## src/rtl/exe_pkg.sv

```systemverilog
// Shared types for the execute pipeline: opcodes, FSM states and flag bit positions.
package exe_pkg;

  typedef enum logic [2:0] {
    OP_ADD = 3'b000,
    OP_SUB = 3'b001,
    OP_AND = 3'b010,
    OP_OR  = 3'b011,
    OP_XOR = 3'b100,
    OP_SHL = 3'b101,
    OP_SHR = 3'b110,
    OP_MUL = 3'b111
  } alu_op_e;

  typedef enum logic [1:0] {
    ST_IDLE,
    ST_MUL,
    ST_HOLD
  } state_e;

  localparam int FLAG_N = 3;
  localparam int FLAG_Z = 2;
  localparam int FLAG_C = 1;
  localparam int FLAG_V = 0;

endpackage

```

## src/rtl/exe_pipe_alu.sv

```systemverilog
// Combinational single-cycle ALU: arithmetic, logic and shift ops with {N,Z,C,V}.
module alu
  import exe_pkg::*;
#(
  parameter int WIDTH = 32
) (
  input  logic [WIDTH-1:0] a,
  input  logic [WIDTH-1:0] b,
  input  alu_op_e          op,
  output logic [WIDTH-1:0] result,
  output logic [3:0]       flags
);
  localparam int SH_W = $clog2(WIDTH);

  logic [WIDTH:0]   wide;
  logic [WIDTH-1:0] res;
  logic [SH_W-1:0]  amt;
  logic             carry;
  logic             ovf;

  // Shifts use a one-bit extension so the last bit shifted out lands in the spare bit.
  always_comb begin
    wide  = '0;
    res   = '0;
    carry = 1'b0;
    ovf   = 1'b0;
    amt   = b[SH_W-1:0];
    case (op)
      OP_ADD: begin
        wide  = {1'b0, a} + {1'b0, b};
        res   = wide[WIDTH-1:0];
        carry = wide[WIDTH];
        ovf   = (a[WIDTH-1] == b[WIDTH-1]) && (res[WIDTH-1] != a[WIDTH-1]);
      end
      OP_SUB: begin
        wide  = {1'b0, a} + {1'b0, ~b} + {{WIDTH{1'b0}}, 1'b1};
        res   = wide[WIDTH-1:0];
        carry = wide[WIDTH];
        ovf   = (a[WIDTH-1] != b[WIDTH-1]) && (res[WIDTH-1] != a[WIDTH-1]);
      end
      OP_AND: res = a & b;
      OP_OR:  res = a | b;
      OP_XOR: res = a ^ b;
      OP_SHL: begin
        wide  = {1'b0, a} << amt;
        res   = wide[WIDTH-1:0];
        carry = wide[WIDTH];
      end
      OP_SHR: begin
        wide  = {a, 1'b0} >> amt;
        res   = wide[WIDTH:1];
        carry = wide[0];
      end
      default: ;
    endcase
  end

  always_comb begin
    result         = res;
    flags          = '0;
    flags[FLAG_N]  = res[WIDTH-1];
    flags[FLAG_Z]  = (res == '0);
    flags[FLAG_C]  = carry;
    flags[FLAG_V]  = ovf;
  end

endmodule

```

## src/rtl/exe_pipe.sv

```systemverilog
// Execute stage: single-cycle ALU ops plus an optional iterative shift-add multiplier,
// with a valid/ready handshake on both sides.
module exe_pipe
  import exe_pkg::*;
#(
  parameter int WIDTH  = 32,
  parameter int MUL_EN = 1
) (
  input  logic             clk,
  input  logic             rst,
  input  logic             in_valid,
  output logic             in_ready,
  input  logic [WIDTH-1:0] value1,
  input  logic [WIDTH-1:0] value2,
  input  logic [WIDTH-1:0] immediate,
  input  logic [2:0]       alu_oc,
  input  logic             ir_op,
  output logic             out_valid,
  input  logic             out_ready,
  output logic [WIDTH-1:0] result,
  output logic [3:0]       flags,
  output logic             busy
);
  localparam int               CNT_W     = $clog2(WIDTH);
  localparam logic [CNT_W-1:0] LAST_ITER = CNT_W'(WIDTH - 1);

  state_e             state, state_next;
  alu_op_e            op;
  logic [WIDTH-1:0]   op2, alu_result, mcand;
  logic [3:0]         alu_flags, mul_flags;
  logic [2*WIDTH-1:0] prod, prod_next;
  logic [WIDTH:0]     mul_sum;
  logic [CNT_W-1:0]   iter;
  logic               accept, is_mul, start_mul, last_iter;

  assign op        = alu_op_e'(alu_oc);
  assign op2       = ir_op ? value2 : immediate;
  assign in_ready  = (state == ST_IDLE) && (!out_valid || out_ready);
  assign accept    = in_valid && in_ready;
  assign is_mul    = (op == OP_MUL);
  assign start_mul = accept && is_mul && (MUL_EN != 0);
  assign last_iter = (state == ST_MUL) && (iter == LAST_ITER);
  assign busy      = (state == ST_MUL);

  alu #(.WIDTH(WIDTH)) u_alu (
    .a      (value1),
    .b      (op2),
    .op     (op),
    .result (alu_result),
    .flags  (alu_flags)
  );

  // prod holds {partial sum, remaining multiplier bits}; each step adds and shifts right.
  assign mul_sum   = {1'b0, prod[2*WIDTH-1:WIDTH]} + (prod[0] ? {1'b0, mcand} : '0);
  assign prod_next = {mul_sum, prod[WIDTH-1:1]};

  always_comb begin
    mul_flags         = '0;
    mul_flags[FLAG_N] = prod_next[WIDTH-1];
    mul_flags[FLAG_Z] = (prod_next[WIDTH-1:0] == '0);
    mul_flags[FLAG_C] = (prod_next[2*WIDTH-1:WIDTH] != '0);
  end

  always_ff @(posedge clk or posedge rst) begin
    if (rst) state <= ST_IDLE;
    else     state <= state_next;
  end

  always_comb begin
    state_next = state;
    case (state)
      ST_IDLE: if (start_mul) state_next = ST_MUL;
      ST_MUL:  if (last_iter) state_next = out_ready ? ST_IDLE : ST_HOLD;
      ST_HOLD: if (out_ready) state_next = ST_IDLE;
      default: state_next = ST_IDLE;
    endcase
  end

  // Output registers only move on a fresh result or a consumed one, so a stall holds them.
  always_ff @(posedge clk or posedge rst) begin
    if (rst) begin
      out_valid <= 1'b0;
      result    <= '0;
      flags     <= '0;
      mcand     <= '0;
      prod      <= '0;
      iter      <= '0;
    end else begin
      case (state)
        ST_IDLE: begin
          if (accept && !start_mul) begin
            result    <= is_mul ? '0 : alu_result;
            flags     <= is_mul ? '0 : alu_flags;
            out_valid <= 1'b1;
          end else begin
            if (out_ready) out_valid <= 1'b0;
            if (start_mul) begin
              mcand <= value1;
              prod  <= {{WIDTH{1'b0}}, op2};
              iter  <= '0;
            end
          end
        end
        ST_MUL: begin
          prod <= prod_next;
          iter <= iter + CNT_W'(1);
          if (last_iter) begin
            result    <= prod_next[WIDTH-1:0];
            flags     <= mul_flags;
            out_valid <= 1'b1;
            iter      <= '0;
          end
        end
        ST_HOLD: if (out_ready) out_valid <= 1'b0;
        default: ;
      endcase
    end
  end

endmodule

```

## config.mk

```make
export PLATFORM = sky130hd
export DESIGN_NAME = exe_pipe
export DESIGN_NICKNAME = d
export VERILOG_FILES = /design/src/rtl/exe_pkg.sv /design/src/rtl/exe_pipe_alu.sv /design/src/rtl/exe_pipe.sv
export SDC_FILE = /design/constraint.sdc
export NUM_CORES = 1
export LEC_CHECK = 0
export CAP_MARGIN = 20
export CORE_ASPECT_RATIO = 1.25
export CORE_MARGIN = 2
export CORE_UTILIZATION = 29
export CTS_BUF_LIST = sky130_fd_sc_hd__clkbuf_8
export DETAILED_ROUTE_END_ITERATION = 10
export PLACE_DENSITY = 0.44
export SYNTH_ARGS = -nofsm -noshare
export SYNTH_HDL_FRONTEND = slang
export SYNTH_SLANG_ARGS = --single-unit
```

## constraint.sdc

```tcl
create_clock -name clk -period 6.5 [get_ports clk]
set_input_delay 1.625 -clock clk [delete_from_list [all_inputs] [get_ports clk]]
set_output_delay 1.625 -clock clk [all_outputs]
set_load 0.02 [all_outputs]
```

Yosys cells after proc, flatten, opt, wreduce, memory -nomap -nowiden
Index checks and enable logic that the tools add are counted.

operators by class
  add/subtract/negate cells = 5
  equality and inequality tests = 19
  shift-type cells = 2
  muxes and demuxes = 29
  bitwise logic cells = 5
  reduce and logical (&&, ||, !) cells = 22

operator list
  cell                                           count
  one-hot mux 32 bit (7 select lines)            1
  two-way mux 32 bit                             5
  two-way mux 64 bit                             2
  one-hot mux 64 bit (2 select lines)            1
  adder 32 x 32 -> 33 bit                        3
  zero test 32 bit                               2
  one-hot mux 32 bit (2 select lines)            1
  adder 33 x 1 -> 33 bit, second input constant  1
  left shift 32 x 5 -> 33 bit                    1
  right shift 33 x 5 -> 33 bit                   1
  AND 32 bit                                     1
  inverter 32 bit                                1
  OR 32 bit                                      1
  nonzero test 32 bit                            1
  bitwise XOR 32 bit                             1
  two-way mux 5 bit                              3
  == test 3 bit, second input constant           4
  two-way mux 4 bit                              3
  AND reduction 3 bit                            4
  one-hot mux 5 bit (2 select lines)             1
  two-way mux 2 bit                              4
  one-hot mux 4 bit (2 select lines)             1
  logical AND 1 bit                              7
  == test 3 x 2 -> 1 bit, second input constant  2
  22 further kinds                               30

word-level totals
  bits in registers = 140
  bits of input ports = 104
  output and inout bits = 39
  word-level logic and storage cells = 89

Longest topological paths before layout
Gate-level depths: netlist of run 1.

  depth after elaboration = 10
  depth in mapped cells = 21

Modules after synthesis
Synthesis of run 1 repeated with hierarchy kept, for this count alone.

unflattened totals
  cell total of the unflattened synthesis = 2393
  area, all modules = 18445.2 um2

modules (own cells, without submodules)
  module    times used  cells an instance  area each (um2)
  alu       1           1404               9575.4
  exe_pipe  1           989                8869.8

Worst setup path after synthesis of run 1
Ideal clock, no wire load.

  path kind = input to register
  start = input ir_op
  end = register flags[2]
  arrival = 6.022 ns
  data required time = 6.434 ns
  slack = 0.412 ns
  stages = 21
  cells stage by stage = buf_6 -> mux2i_4 -> inv_2 -> buf_4 -> buf_4 -> buf_2 -> buf_1 -> ha_1 -> inv_1 -> fa_1 -> o21bai_1 -> o21ai_0 -> a21oi_1 -> nor3_1 -> or4_1 -> or3_1 -> nor4_1 -> nand4_1 -> nor4_1 -> nand4_1 -> nand2_1

between the ends
  longest elaborated chain between the ends = 9

RTL lines
  element                                RTL line            RTL
  from (decl)                            exe_pipe.sv:17      input logic ir_op,
  two-way mux 32 bit *                   exe_pipe.sv:37      assign op2 = ir_op ? value2 : immediate;
  inverter 32 bit                        exe_pipe_alu.sv:36  wide = {1'b0, a} + {1'b0, ~b} + {{WIDTH{1'b0}}, 1'b1};
  adder 32 x 32 -> 33 bit                exe_pipe_alu.sv:36
  adder 33 x 1 -> 33 bit                 exe_pipe_alu.sv:36
  one-hot mux 32 bit (7 select lines) *  exe_pipe_alu.sv:28  case (op)
  zero test 32 bit *                     exe_pipe_alu.sv:62  flags[FLAG_Z] = (res == '0);
  two-way mux 4 bit *                    exe_pipe.sv:93      flags <= is_mul ? '0 : alu_flags;
  two-way mux 4 bit *                    exe_pipe.sv:91      if (accept && !start_mul) begin
  one-hot mux 4 bit (2 select lines) *   exe_pipe.sv:89      case (state)
  to (signal assigned)                   exe_pipe.sv:93
  to (signal assigned)                   exe_pipe.sv:109     flags <= mul_flags;
  to (decl)                              exe_pipe.sv:21      output logic [3:0] flags,

Every way passes the cells marked *; elsewhere a longest branch is shown, timed or not. The select of a mux whose other input is x is not followed.
A chain may end at the register's enable or synchronous reset.

Worst setup path in the final report of run 1
Ends and elaborated chain as after synthesis.

==> results.toml, run 1 <==
[worst_setup_path]
max_incr_delay_on_cp_ps = 660
cp_top_family = "compound AO/OA/AOI/OAI gates"
crit-reg2reg-launch = "prod[0]"
crit_type = "primary input to flop"
worst-path-max-fanout = 20
critical_path_required_ps = 6990
rrSetupSlack_ps = 1560
worst-path-buf-inv = 4
worst-r2r-cell-count = 15
worstPathCellList = "buf_2 > buf_4 > mux2_2 > inv_1 > ha_1 > a21o_1 > a2111oi_0 > nand3_1 > o211ai_1 > and3_1 > o41a_1 > nand3_1 > nand4bb_1 > nor4_1 > buf_4 > nand4_1 > nand2_1"
cp_slowest_cell = "sky130_fd_sc_hd__a2111oi_0"
crit-reg2reg-capture = "flags[1]"
critPathLaunchType = "primary input"
critical_path_arrival_ps = 6220
timing.critical_path.to_type = "flop"

[sta]
setup_violations = 0
postLayoutSetupSlackWorst_ps = 763
hold_slack_ps = 476
drv_slew = 0
pin_slew_with_the_least_headroom_to_its_limit_ps = 1030
min_period_over_period = 0.883
fmaxAchievable_mhz = 174
clock-skew-final_ps = 28.2
finalHoldViolations = 0
final_period_minus_worst_setup_slack_ps = 5740
unrepaired_setup_endpoints_after_global_routing = "no"
tns_ps = 0
relSlewSlack = 0.305

[synthesis]
dominantRegCellSynth = "sky130_fd_sc_hd__dfrtp_1"
synth_seq_area_share = 0.192
largest_family_of_logic_cells_by_synthesized_area = "compound AO/OA/AOI/OAI gates"
yosysMostFrequentCell = "sky130_fd_sc_hd__nand2_1"
ys_top_cells_by_area = "sky130_fd_sc_hd__dfrtp_1, sky130_fd_sc_hd__ha_1, sky130_fd_sc_hd__o21ai_0"
post_synth_instance_area_um2 = 18100
synth-seq-cells = 139
synth_xor_area_frac = 0.0203
fraction_of_synthesized_cell_area_taken_by_the_top_area_cell_type = 0.192
synth_mux_area_frac = 0.130
yosys.cell_types.count = 86
post-synth-top-area-cell = "sky130_fd_sc_hd__dfrtp_1"
post_synth_fa_ha_maj_area_fraction = 0.112
synth_compound_area_frac = 0.284
yosysWarnings = 0
synth-edff-count = 0
synthesis.nets = 2585
cells_after_synth = 2320
postSynthAreaPerCell_um2 = 7.80
share_of_synthesized_flip_flops_with_an_asynchronous_set_or_reset = 1.00
synth-simple-area-share = 0.203
netlist_top_cells_count = "sky130_fd_sc_hd__nand2_1, sky130_fd_sc_hd__o21ai_0, sky130_fd_sc_hd__nor2_1"

[power]
vdd_ir_drop_max_uv = 131
pwr_density_cell_nw_per_um2 = 277
cellLeakagePower_nw = 9.36

[placement]
place.detailed.instances = 3296
gpl.final_weighted_congestion = 1.03
dp.final_hpwl_um = 77800
placement.setup.worst_slack_ps = 236
port_buffers = 142

[floorplanning]
num_rows = 102
initial_core_util = 0.293
fp.dieArea_um2 = 64500
die_w_um = 227
num_io_pins = 143
fp.coreArea_um2 = 61900
dieHeight_um = 283

[drt]
drt_first_pass_iters = 8
drt_drc_violations_left = 0
routed-via-count = 19800
antenna_left = 0
drt_wl_total_um = 96800
drtIter0Drc = 1897
post_drt_wl_per_cell_um = 29.1
routed_via_density = 5.94

[global_route]
grt_max_degree = 140
gr-total-overflow = 0
grt_pass1_wl_um = 140000
grt_pass1_vias = 19500
number_of_antenna_violations_at_the_first_check_in_global_routing = 4
grt_use_total = 0.299

[min_path]
worst_hold_startpoint = "result[14]"
hp_class = "flop to flop"
whs_endpoint = "result[14]"
min_delay_path_depth = 2

[clocking]
cts_setup_buffers = 0
hold_fix_buffers_cts = 0
worst_skew_pair.late_latency_ps = 560
cts-resized-gates = 0
clockRootBuffer = "sky130_fd_sc_hd__clkbuf_8"
cts_tree = "built"
clkSlewWorstSetupHoldPaths_ps = 90
cts.sinks = 139
tritoncts.num_buffers = 17
cts_buffer_depth = 2
htreeDepth = 4

[final_layout]
area_delta_synth_final_pct = 19.3
nets = 2748
fin_cells = 3330
layout-drive-gt1-share = 0.122

[flow_run]
cap_violations = 0

[run_status]
run_status = "finished, final reports clean"
## where the power goes
part / total (mW) / switching, mW / internal [mW]
Sequential: 1.52 / 0.283 / 1.24
Combinational: 3.71 / 2.32 / 1.39
Clock: 0.764 / 0.450 / 0.313
## how the worst max path moves through the flow
stage | startpoint | endpoint | cells past startpoint
global placement | value2[0] | flags[2] | 19
CTS | value1[0] | flags[2] | 18
detailed placement | value1[0] | flags[2] | 18
global route | value1[0] | flags[2] | 18
floorplan | ir_op | flags[2] | 21
finish | ir_op | flags[2] | 17
## tightest hold or removal path: cells and delay by family, from the launching register on
kind | cells | cell delay (ps)
simple gates | 2 | 100
flops | 1 | 350
## metrics by stage
step / util / power [mW] / instance area [µm²]
5_1_grt: 0.349 / 6.42 / 21600
3_3_place_gp: 0.343 / 5.20 / 21200
6_report: 0.349 / 5.99 / 21600
2_1_floorplan: - / 3.71 / 18100
3_5_place_dp: 0.343 / 5.21 / 21200
4_1_cts: 0.349 / 6.01 / 21600
## routing by layer
metal  GRT usage  share of wire
met1       0.377           0.41
met5           0              0
met4       0.186          0.071
met3      0.0389          0.053
met2       0.482           0.47
## cells by family after synthesis
| family | after synthesis |
|---|---|
| flip-flops | 139 |
| adder cells (fa/ha/maj) | 161 |
| multiplexers | 168 |
| XOR/XNOR | 42 |
| buffers and inverters | 269 |
| AO/OA/AOI/OAI | 781 |
| AND/OR/NAND/NOR | 760 |
## area by class of cell
class | instances | area (µm²)
tap | 832 | 1040
fill | 6622 | 40300
timing repair buffer | 294 | 2630
clock inverter | 15 | 151
multi-input combinational | 1912 | 13600
antenna | 2 | 5.00
sequential | 139 | 3480
clock buffer | 17 | 234
inverter | 119 | 457
## state kept, by name (all words and copies together) (netlist names)
name,flops
state,2
prod,64
iter,5
flags,3
out_valid,1
result,32
mcand,32
## cells in the final DEF (no fill, tap or decap), types with 18 or more instances in the layout
cell / instances
sky130_fd_sc_hd__clkdlybuf4s50_1: 140
sky130_fd_sc_hd__o211ai_1: 35
sky130_fd_sc_hd__nor2_1: 164
sky130_fd_sc_hd__mux4_2: 47
sky130_fd_sc_hd__a211oi_1: 39
sky130_fd_sc_hd__nand4_1: 20
sky130_fd_sc_hd__buf_4: 146
sky130_fd_sc_hd__and2_1: 43
sky130_fd_sc_hd__a21oi_1: 135
sky130_fd_sc_hd__a21o_1: 26
sky130_fd_sc_hd__nand2_1: 256
sky130_fd_sc_hd__mux2_2: 33
sky130_fd_sc_hd__dfrtp_1: 139
sky130_fd_sc_hd__xnor2_1: 20
sky130_fd_sc_hd__xor2_1: 22
sky130_fd_sc_hd__o22ai_1: 22
sky130_fd_sc_hd__nand2b_1: 51
sky130_fd_sc_hd__inv_1: 114
sky130_fd_sc_hd__o21a_1: 18
sky130_fd_sc_hd__and3_1: 24
sky130_fd_sc_hd__a31oi_1: 19
sky130_fd_sc_hd__nand3_1: 46
sky130_fd_sc_hd__ha_1: 157
sky130_fd_sc_hd__a22o_1: 24
sky130_fd_sc_hd__mux2i_1: 84
sky130_fd_sc_hd__o31ai_1: 26
sky130_fd_sc_hd__nor4_1: 25
sky130_fd_sc_hd__o21ai_0: 245
sky130_fd_sc_hd__nor3_1: 53
No activity file was read; power rests on OpenSTA's default activity.
==> run 2, diff against run 1 <==
--- a/config.mk
+++ b/config.mk
@@ -11,7 +11,6 @@
 export CORE_UTILIZATION = 29
 export CTS_BUF_LIST = sky130_fd_sc_hd__clkbuf_8
 export DETAILED_ROUTE_END_ITERATION = 10
-export PLACE_DENSITY = 0.44
 export SYNTH_ARGS = -nofsm -noshare
 export SYNTH_HDL_FRONTEND = slang
 export SYNTH_SLANG_ARGS = --single-unit
==> results.toml, run 2 (synthesized netlist as in run 1, its figures left out) <==
[final_layout]
multiInputGateArea_um2 = 13600
final_core_utilization = 0.353
highest_count_cells_in_the_layout_ignoring_fill_and_taps = "sky130_fd_sc_hd__nand2_1, sky130_fd_sc_hd__o21ai_0, sky130_fd_sc_hd__buf_4"
final_cell_area_um2 = 21900
fin_cells = 3365
registers.top_by_ff_count = "prod"
largestRegisters = "prod x64, mcand x32, result x32"
largest_register_ff_count = 64
seqCellArea_um2 = 3480
nets = 2780
layout-drive-gt1-share = 0.134
num-fill-cells = 6547
final_common_cell = "sky130_fd_sc_hd__nand2_1"
area_delta_synth_final_pct = 20.7

[floorplanning]
initial_core_util = 0.293
fp.dieArea_um2 = 64500
die_w_um = 227
num_rows = 102
num_io_pins = 143
fp.coreArea_um2 = 61900
dieHeight_um = 283

[power]
power_switching_share = 0.497
p_seq_frac = 0.251
power.net_switching_mw = 2.93
combinational_power_share = 0.623
internal_power_mw = 2.97
power.share.clock = 0.126
pwr_density_cell_nw_per_um2 = 270
cellLeakagePower_nw = 9.53
vdd_ir_drop_max_uv = 147

[clocking]
cts-resized-gates = 0
cts.sinks = 139
cts_setup_buffers = 0
cts_tree = "built"
cts_buffer_depth = 2
clkSlewWorstSetupHoldPaths_ps = 100
htreeDepth = 4
clockRootBuffer = "sky130_fd_sc_hd__clkbuf_8"
tritoncts.num_buffers = 17
worst_skew_pair.late_latency_ps = 540
hold_fix_buffers_cts = 0

[sta]
finalHoldViolations = 0
setup_violations = 0
tns_ps = 0
drv_slew = 0
min_period_over_period = 0.909
relSlewSlack = 0.290
unrepaired_setup_endpoints_after_global_routing = "no"
clock-skew-final_ps = 20.3
pin_slew_with_the_least_headroom_to_its_limit_ps = 1040
hold_slack_ps = 475
fmaxAchievable_mhz = 169
final_period_minus_worst_setup_slack_ps = 5910

[worst_setup_path]
timing.critical_path.to_type = "flop"
critical_path_required_ps = 6990
worst-path-max-fanout = 9
crit_type = "primary input to flop"
critPathLaunchType = "primary input"
critical_path_arrival_ps = 6390

[drt]
drtIter0Drc = 2155
routed_via_density = 5.96
drt_drc_violations_left = 0
post_drt_wl_per_cell_um = 27.1
drt_first_pass_iters = 8
antenna_left = 0
drt_wl_total_um = 91100
routed-via-count = 20100

[placement]
gpl.final_weighted_congestion = 1.09
dp.final_hpwl_um = 74000
place.detailed.instances = 3328
port_buffers = 142
dpl-instance-area_um2 = 21400

[global_route]
grt_max_degree = 91
grt_pass1_wl_um = 132000
number_of_antenna_violations_at_the_first_check_in_global_routing = 4
gr-total-overflow = 0
grt_use_total = 0.279
grt_pass1_vias = 19600

[min_path]
hp_class = "flop to flop"

[run_status]
run_status = "finished, final reports clean"

[flow_run]
cap_violations = 0
run 2: cell count changes in the layout (fill, tap and decap cells not counted), moves of 2 or more:
cell	previous run	this run
sky130_fd_sc_hd__clkinv_4	3	1
sky130_fd_sc_hd__inv_6	8	5
sky130_fd_sc_hd__diode_2	2	5
sky130_fd_sc_hd__buf_4	146	179
sky130_fd_sc_hd__inv_8	1	5
run 2: worst max-delay path, stage by stage:
cell                              delay [ps]
sky130_fd_sc_hd__clkdlybuf4s50_1         460
sky130_fd_sc_hd__mux2i_4                 330
sky130_fd_sc_hd__ha_1                    320
sky130_fd_sc_hd__buf_4                   180
sky130_fd_sc_hd__a211oi_1                480
sky130_fd_sc_hd__a21oi_1                 250
sky130_fd_sc_hd__o41ai_1                 540
sky130_fd_sc_hd__nor4_1                   90
sky130_fd_sc_hd__a21oi_1                 210
sky130_fd_sc_hd__nand4_1                 340
sky130_fd_sc_hd__nor4b_2                 570
sky130_fd_sc_hd__nand4_1                 230
sky130_fd_sc_hd__nor4_1                  380
sky130_fd_sc_hd__buf_4                   180
sky130_fd_sc_hd__nand4_1                 100
sky130_fd_sc_hd__nand2_1                 100
run 2: per-stage QoR:
step	setup WS, ps	power [mW]
after floorplan	412	3.71
after global placement	162	5.06
after detailed placement	213	5.11
after CTS	799	5.88
after global routing	416	6.31
final	592	5.90
run 2: worst paths after layout:
| path | startpoint | to | slack (ps) | cells past startpoint |
|---|---|---|---|---|
| max in group asynchronous | rst | prod[13] | 3750 | 3 |
| max reg2reg | prod[0] | flags[1] | 1430 | 15 |
| max | immediate[2] | flags[2] | 590 | 16 |
| min in group asynchronous | rst | flags[2] | 1590 | 2 |
| min reg2reg | mcand[24] | mcand[24] | 480 | 2 |
| min | mcand[24] | mcand[24] | 480 | 2 |
run 2: area by class of cell:
cell class | instances | area share
Multi-Input combinational cell | 1912 | 0.623
Antenna cell | 5 | 0.000573
Clock inverter | 14 | 0.00687
Inverter | 119 | 0.0209
Tap cell | 832 | 0.0476
Clock buffer | 18 | 0.0113
Sequential cell | 139 | 0.159
Timing Repair Buffer | 326 | 0.131
run 2: metal layers:
metal,routed length (µm),global-route usage,vias to the layer above,part of all wire
li1,-,-,9061,-
met1,34300,0.320,9687,0.38
met2,42300,0.453,991,0.46
met3,5580,0.0443,313,0.061
met4,8950,0.233,2,0.098
met5,10,0,-,0.00011
run 2: power by group through the flow:
stage                     Sequential [mW]  Clock (mW)  Combinational, mW
after floorplan                      1.53           0               2.18
after global placement               1.48           0               3.58
after detailed placement             1.49           0               3.62
after CTS                            1.48       0.775               3.63
after global routing                 1.53       0.800               3.98
final                                1.48       0.744               3.67
==> run 3, diff against run 2 <==
--- a/config.mk
+++ b/config.mk
@@ -11,6 +11,7 @@
 export CORE_UTILIZATION = 29
 export CTS_BUF_LIST = sky130_fd_sc_hd__clkbuf_8
 export DETAILED_ROUTE_END_ITERATION = 10
+export SLEW_MARGIN = 20
 export SYNTH_ARGS = -nofsm -noshare
 export SYNTH_HDL_FRONTEND = slang
 export SYNTH_SLANG_ARGS = --single-unit
==> constraint.sdc (replaced) <==
create_clock -name clk -period 6.9 [get_ports clk]
set_input_delay 1.725 -clock clk [delete_from_list [all_inputs] [get_ports clk]]
set_output_delay 1.725 -clock clk [all_outputs]
set_load 0.02 [all_outputs]
==> results.toml, run 3 (synthesized netlist as in run 1, its figures left out) <==
[drt]
drt_first_pass_iters = 6
drt_wl_total_um = 89600
drtIter0Drc = 2105
detailroute.wirelength.met2_um = 43100
routed-wl-met3_um = 5270
routedLengthMet1_um = 33500
routed_via_density = 6.00
drt_drc_violations_left = 0
antenna_left = 0
routed-via-count = 19800
top_layer_used = "met5"
post_drt_wl_per_cell_um = 27.2

[sta]
drv_slew = 0
final_period_minus_worst_setup_slack_ps = 6110
fmaxAchievable_mhz = 164
clock-skew-final_ps = 18.1
min_period_over_period = 0.886
hold_slack_ps = 477
finalHoldViolations = 0
unrepaired_setup_endpoints_after_global_routing = "no"
pin_slew_with_the_least_headroom_to_its_limit_ps = 1110
relSlewSlack = 0.257
setup_violations = 0
tns_ps = 0

[final_layout]
fin_cells = 3296
highest_count_cells_in_the_layout_ignoring_fill_and_taps = "sky130_fd_sc_hd__nand2_1, sky130_fd_sc_hd__o21ai_0, sky130_fd_sc_hd__nor2_1"
registers.top_by_ff_count = "prod"
final_cell_area_um2 = 21300
num-fill-cells = 6448
largestRegisters = "prod x64, mcand x32, result x32"
final_common_cell = "sky130_fd_sc_hd__nand2_1"
nets = 2715
largest_register_ff_count = 64
layout-drive-gt1-share = 0.112
area_delta_synth_final_pct = 17.7

[floorplanning]
dieHeight_um = 283
fp.coreArea_um2 = 61900
num_rows = 102
fp.dieArea_um2 = 64500
die_w_um = 227
initial_core_util = 0.293
num_io_pins = 143

[clocking]
cts_buffer_depth = 2
worst_skew_pair.late_latency_ps = 520
clkSlewWorstSetupHoldPaths_ps = 110
clockRootBuffer = "sky130_fd_sc_hd__clkbuf_8"
cts_setup_buffers = 0
cts-resized-gates = 0
hold_fix_buffers_cts = 0
cts.sinks = 139
cts_tree = "built"
tritoncts.num_buffers = 17
htreeDepth = 4

[worst_setup_path]
worstPathCellList = "clkdlybuf4s50_1 > mux2i_4 > inv_2 > buf_4 > mux2i_1 > nor2_1 > a221o_1 > a211oi_1 > o311ai_0 > a2111oi_0 > nand4bb_1 > nor4_1 > buf_4 > nand4_1 > nand2_1"
timing.critical_path.to_type = "flop"
cp_slowest_cell = "sky130_fd_sc_hd__a2111oi_0"
max_incr_delay_on_cp_ps = 670
critical_path_arrival_ps = 6570
worst-path-max-fanout = 49
worst-r2r-cell-count = 15
worst-path-buf-inv = 4
path_depth = 15
critPathLaunchType = "primary input"
critical_path_required_ps = 7360
crit_type = "primary input to flop"
rrSetupSlack_ps = 2000
most_numerous_cell_on_the_critical_path = "sky130_fd_sc_hd__buf_4"
cp_top_family = "compound AO/OA/AOI/OAI gates"

[placement]
gpl.final_weighted_congestion = 1.03
place.detailed.instances = 3263
port_buffers = 142
dp.final_hpwl_um = 72300
dpl-instance-area_um2 = 20900

[power]
cellLeakagePower_nw = 9.19
pwr_density_cell_nw_per_um2 = 258
vdd_ir_drop_max_uv = 131

[run_status]
run_status = "finished, final reports clean"

[global_route]
grt_use_total = 0.275
number_of_antenna_violations_at_the_first_check_in_global_routing = 3
grt_pass1_wl_um = 131000
grt_pass1_vias = 19600
grt_max_degree = 84
gr-total-overflow = 0

[min_path]
hp_class = "flop to flop"
min_delay_path_depth = 2

[flow_run]
cap_violations = 0
-- run 3: through the flow --
stage	total power [mW]	util	worst slack, ps
2_1_floorplan	3.50	-	712
3_3_place_gp	4.71	0.338	366
3_5_place_dp	4.75	0.338	409
4_1_cts	5.48	0.344	967
5_1_grt	5.89	0.344	497
6_report	5.50	0.344	789
-- run 3: final timing paths --
kind | end | from
max | flags[2] | value2[0]
min | mcand[14] | mcand[14]
max reg2reg | flags[1] | prod[0]
min reg2reg | mcand[14] | mcand[14]
max in group asynchronous | result[1] | rst
min in group asynchronous | iter[3] | rst
-- run 3: per-layer routing --
layer,track usage,vias up
met4,0.204,2
met2,0.463,938
met3,0.0440,308
met5,0,-
met1,0.311,9619
li1,-,8918
-- run 3: power by group --
group | switching (mW) | internal [mW]
sequential | 0.219 | 1.16
combinational | 2.13 | 1.28
clock | 0.405 | 0.303
total | 2.76 | 2.74
-- run 3: worst register-to-register path: stages (launching register included) --
cell	delay (ps)
sky130_fd_sc_hd__dfrtp_1	400
sky130_fd_sc_hd__buf_4	220
sky130_fd_sc_hd__and2_1	180
sky130_fd_sc_hd__ha_1	220
sky130_fd_sc_hd__fa_1	460
sky130_fd_sc_hd__a211oi_1	250
sky130_fd_sc_hd__o21bai_1	170
sky130_fd_sc_hd__o2111a_1	320
sky130_fd_sc_hd__o211ai_1	450
sky130_fd_sc_hd__a211o_1	260
sky130_fd_sc_hd__a311oi_1	120
sky130_fd_sc_hd__a211oi_1	600
sky130_fd_sc_hd__mux2_2	400
sky130_fd_sc_hd__nor4_1	330
sky130_fd_sc_hd__a211oi_1	140
sky130_fd_sc_hd__a221o_1	290
-- run 3: layout make-up --
type                            instances  area, µm²  area share
Multi-Input combinational cell       1912      13600       0.639
Timing Repair Buffer                  261       2320       0.109
Clock buffer                           17        234      0.0110
Clock inverter                         15        169     0.00793
Antenna cell                            1       2.50    0.000117
Tap cell                              832       1040      0.0488
Inverter                              119        457      0.0214
Sequential cell                       139       3480       0.163
